<file path="src/rtl/pe_pkg.sv">
// Shared types and constants for the request scheduler.
// Used by pri_enc8 and pe_req_sched.
package pe_pkg;

    localparam int N_REQ = 8;
    localparam int IDX_W = 3;

    typedef logic [N_REQ-1:0] req_vec_t;
    typedef logic [IDX_W-1:0] req_idx_t;

    typedef enum logic {
        S_IDLE  = 1'b0,
        S_GRANT = 1'b1
    } sched_state_t;

    // One-hot expansion of a grant index.
    function automatic req_vec_t idx2oh(input req_idx_t idx);
        req_vec_t oh;
        oh      = '0;
        oh[idx] = 1'b1;
        return oh;
    endfunction

endpackage

</file>
<file path="src/rtl/pri_enc8.sv">
// Combinational 8:3 priority encoder; bit 7 has highest priority.
// Returns 0 when no bit is set, so callers must qualify with |avec.
module pri_enc8
    import pe_pkg::*;
(
    input  req_vec_t avec,
    output req_idx_t code
);

    // Highest set bit wins.
    always_comb begin
        code = '0;
        priority casez (avec)
            8'b1???????: code = 3'd7;
            8'b01??????: code = 3'd6;
            8'b001?????: code = 3'd5;
            8'b0001????: code = 3'd4;
            8'b00001???: code = 3'd3;
            8'b000001??: code = 3'd2;
            8'b0000001?: code = 3'd1;
            default:     code = 3'd0;
        endcase
    end

endmodule

</file>
<file path="src/rtl/pe_req_sched.sv">
// Request capture and one-at-a-time grant sequencer with valid/ready grant.
// Optional macro PE_REQ_EDGE_EN: capture rising edges of req instead of levels.
module pe_req_sched
    import pe_pkg::*;
(
    input  logic       clk,
    input  logic       rst,
    input  logic [7:0] req,
    input  logic [7:0] mask,
    output logic       grant_valid,
    input  logic       grant_ready,
    output logic [2:0] grant_idx,
    output logic [7:0] pending,
    output logic       dropped
);

    sched_state_t state_q;
    req_vec_t     pending_q, pending_d;
    req_idx_t     grant_idx_q;
    logic         grant_valid_q;
    logic         dropped_q, dropped_d;

    req_vec_t     new_req;
    req_vec_t     clr;
    req_vec_t     avec;
    req_idx_t     enc_code;
    logic         hs;

`ifdef PE_REQ_EDGE_EN
    req_vec_t     req_q;

    // Previous req sample for rising-edge detection.
    always_ff @(posedge clk or posedge rst) begin
        if (rst) begin
            req_q <= '0;
        end else begin
            req_q <= req;
        end
    end

    assign new_req = req & ~req_q;
`else
    assign new_req = req;
`endif

    assign hs   = grant_valid_q & grant_ready;
    assign clr  = hs ? idx2oh(grant_idx_q) : '0;
    assign avec = pending_q & ~mask;

    pri_enc8 u_enc (
        .avec (avec),
        .code (enc_code)
    );

    // Next pending vector: set wins over clear; flag merges into pending bits.
    always_comb begin
        pending_d = (pending_q & ~clr) | new_req;
        dropped_d = |(new_req & pending_q & ~clr);
    end

    // Pending register and merge pulse.
    always_ff @(posedge clk or posedge rst) begin
        if (rst) begin
            pending_q <= '0;
            dropped_q <= 1'b0;
        end else begin
            pending_q <= pending_d;
            dropped_q <= dropped_d;
        end
    end

    // Grant FSM with registered valid and index.
    always_ff @(posedge clk or posedge rst) begin
        if (rst) begin
            state_q       <= S_IDLE;
            grant_valid_q <= 1'b0;
            grant_idx_q   <= '0;
        end else begin
            unique case (state_q)
                S_IDLE: begin
                    if (|avec) begin
                        grant_idx_q   <= enc_code;
                        grant_valid_q <= 1'b1;
                        state_q       <= S_GRANT;
                    end else begin
                        grant_valid_q <= 1'b0;
                    end
                end
                S_GRANT: begin
                    if (grant_ready) begin
                        grant_valid_q <= 1'b0;
                        state_q       <= S_IDLE;
                    end
                end
                default: begin
                    grant_valid_q <= 1'b0;
                    state_q       <= S_IDLE;
                end
            endcase
        end
    end

    assign grant_valid = grant_valid_q;
    assign grant_idx   = grant_idx_q;
    assign pending     = pending_q;
    assign dropped     = dropped_q;

endmodule

</file>
<file path="config.mk">
export PLATFORM = sky130hd
export DESIGN_NAME = pe_req_sched
export DESIGN_NICKNAME = d
export VERILOG_FILES = /design/src/rtl/pe_pkg.sv /design/src/rtl/pri_enc8.sv /design/src/rtl/pe_req_sched.sv
export SDC_FILE = /design/constraint.sdc
export NUM_CORES = 1
export LEC_CHECK = 0
export ABC_CLOCK_PERIOD_IN_PS = 1320
export BUFFER_PORTS_ARGS = -buffer_cell sky130_fd_sc_hd__buf_2
export CAP_MARGIN = 20
export CORE_MARGIN = 2
export CORE_UTILIZATION = 30
export DETAILED_ROUTE_END_ITERATION = 7
export PLACE_DENSITY = 0.58
export SLEW_MARGIN = 20
export SYNTH_ARGS = -nofsm -noshare
export SYNTH_HDL_FRONTEND = slang
export SYNTH_SLANG_ARGS = --single-unit
export TNS_END_PERCENT = 20
</file>
<file path="constraint.sdc">
create_clock -name clk -period 1.32 [get_ports clk]
set_input_delay 0.132 -clock clk [delete_from_list [all_inputs] [get_ports clk]]
set_output_delay 0.132 -clock clk [all_outputs]
set_load 0.01 [all_outputs]
</file>
==> results.cfg <==
[cts]
cts_tree = done
clock_sinks = 14
clk_latency_ns = 0.28
cts_buffer_depth = 2
clkTransAtPathRegs_ns = 0.09
cts-root-buf = clkbuf_4
numCtsBuffers = 3
cts_max_level = 1
cts_setup_buffers = 0

[min_path]
min_from = req[0]
holdPathStages = 2
min_to = pending[0]
hp-class = in2reg

[synth]
synth_edf_count = 0
syn_area_sq_um = 742.0
synthTopCellsByArea = dfrtp_1 (47%), a21o_1 (6.1%), nor2b_1 (4.2%), nand2_1 (3.5%), a31oi_1 (3.4%)
synth_fp_nets = 93
yosysTopAreaCellShare = 0.4722
synth-seq-cells = 14
synthArstFlopShare = 1.000
syn_area_per_cell_sq_um = 10.03
yosys_warnings = 0
synthFlopType = dfrtp_1
ys_seq_area_frac = 0.4722
synth_most_common_cell = dfrtp_1
yosysUniqueCellTypes = 30
yosys.area.top_type = dfrtp_1
ys_top_cells_by_count = dfrtp_1 (14), nand2_1 (7), a21o_1 (6)
synthCells = 74

[global_route]
grt_max_degree = 15
grt_pass1_wl_mm = 3.139
grt_overflow_total = 0
grt_pass1_vias = 718
antenna_found_initial = 0
track_usage = 0.1538

[worst_setup_path]
crit_fanout = 5
cp_top_family = simple AND/OR/NAND/NOR gates
crit_path_end_kind = register
r2r_setup_slack_ns = -0.01
critPathMaxStageDelay_ns = 0.38
worstPathRequired_ns = 1.53
start_kind = register
worst-path-buf-inv = 0
timing.rr.end = grant_idx[1]
slowest_stage = dfrtp_1
reg2regPathDepth = 4
crit_cells = 4
worstPathArrival_ns = 1.54
worst-setup-path-type = reg2reg
cp_cell_sequence = and2b_2, and4bb_4, a31o_4, mux2i_1
rr_startpoint = pending[7]

[routing]
wirelength_mm = 1.938
met1_length_microns = 926
firstDrtPassIters = 4
viasPerCell = 4.724
first_iter_violations = 12
wl_per_cell_microns = 12.42
wl_met2_microns = 892
drc = 0
top_layer = met4
detailroute.wirelength.met3_microns = 105
ant_nets = 0
num_vias = 737

[placed_design]
placed_area_sq_um = 1062
port_buffers = 31
gp_congestion = 0.7980
place_hpwl_mm = 1.638

[floorplan]
coreArea_sq_um = 2410
num_io_pins = 32
die_area_sq_um = 2887
rows = 18
initial_core_util = 0.3079
die_y_microns = 53.73
die_w_microns = 53.73

[cells_and_area]
layout.nets = 147
drive_gt1_frac = 0.4841
fin_util = 0.4574
antenna_cells = 0
final.fill_count = 252
fin_area_sq_um = 1102
syn2layout_area_growth_pct = 48.57

[run]
maxCapViolCount = 0

[sta]
clock.fmax_mhz = 751.3
finalWorstSetupSlack_ns = -0.01108
worstMarginPinSlew_ns = 0.5471
hold_violations = 0
rsz0062_at_grt = true
setup_viol = 1
period_share = 1.008
final.setup.tns_ns = -0.01108
slew_viol_final = 0
hold_ws_ns = 0.03969
slew_headroom = 0.6349
fin_skew_ns = 0.007750
finalCriticalPeriod_ns = 1.331

[power_and_ir_drop]
p_per_area_nw_per_um2 = 1506
p_total_mw = 1.660
power_leakage_nw = 0.5039
vdd_drop_max_mv = 0.7072

[run_status]
violations = setup timing
status = complete, but fails checks
## layer usage
| metal | global-route usage | vias up |
|---|---|---|
| li1 | - | 374 |
| met1 | 0.2045 | 341 |
| met2 | 0.2439 | 20 |
| met3 | 0.03611 | 2 |
| met4 | 0.05128 | 0 |
| met5 | 0 | - |
## cells in the final DEF (no fill, tap or decap), types with 2 or more instances in the layout
cell type	n
a21oi_1	4
clkbuf_4	3
nand4_1	2
buf_4	17
nand3_1	3
nor2b_2	2
dfrtp_1	13
nand2_1	7
inv_1	4
nor2b_1	3
nand2b_1	4
a21o_1	6
buf_2	31
a31oi_1	4
or2_2	2
## per-stage QoR
step | cells | setup WS, ns
floorplan | 74 | -0.03050
global placement | 152 | -0.01286
detailed placement | 152 | -0.02915
CTS | 156 | -0.03458
global route | 156 | -0.1056
finish | 156 | -0.01108
## worst max path at each step
stage	endpoint	slack [ns]	start
after floorplan	grant_idx[0]	-0.03	pending[6]
after global placement	grant_idx[1]	-0.01	pending[3]
after detailed placement	grant_idx[0]	-0.03	pending[3]
after CTS	grant_idx[1]	-0.03	pending[7]
after global routing	grant_idx[1]	-0.11	pending[6]
final	grant_idx[1]	-0.01	pending[7]
## state kept, by name, indices dropped and copies added, names as in the netlist
signal,cells
grant_idx,3
grant_valid,1
state_q,1
pending,8
dropped,1
## repair_timing
item / CTS / global route
setup endpoints to repair: 2 / 6
pin swaps: 0 / 1
gates resized for setup: 2 / 2
endpoints found under the hold margin: 14 / 0
hold buffers: 1 / 0
## power by group
part | switching, mW | total [mW] | internal [mW]
sequential | 0.0999 | 0.636 | 0.536
clock | 0.138 | 0.243 | 0.106
combinational | 0.351 | 0.781 | 0.431
## cell families after synthesis
kind of cell	Yosys count	share of synthesized area
and+or+nand+nor	33	0.2715
AOI/OAI and AO/OA	22	0.2226
DFF	14	0.4722
buffers and inverters	4	0.02023
muxes	1	0.01349
## area by class of cell
cell class                 count  area (sq um)  area share
multi-input combinational     56         382.9      0.3473
sequential                    14         351.6      0.3190
timing repair buffer          49         292.8      0.2656
tap                           30         37.54     0.03405
clock buffer                   3         22.52     0.02043
inverter                       4         15.01     0.01362
No activity file was read; power rests on OpenSTA's default activity.
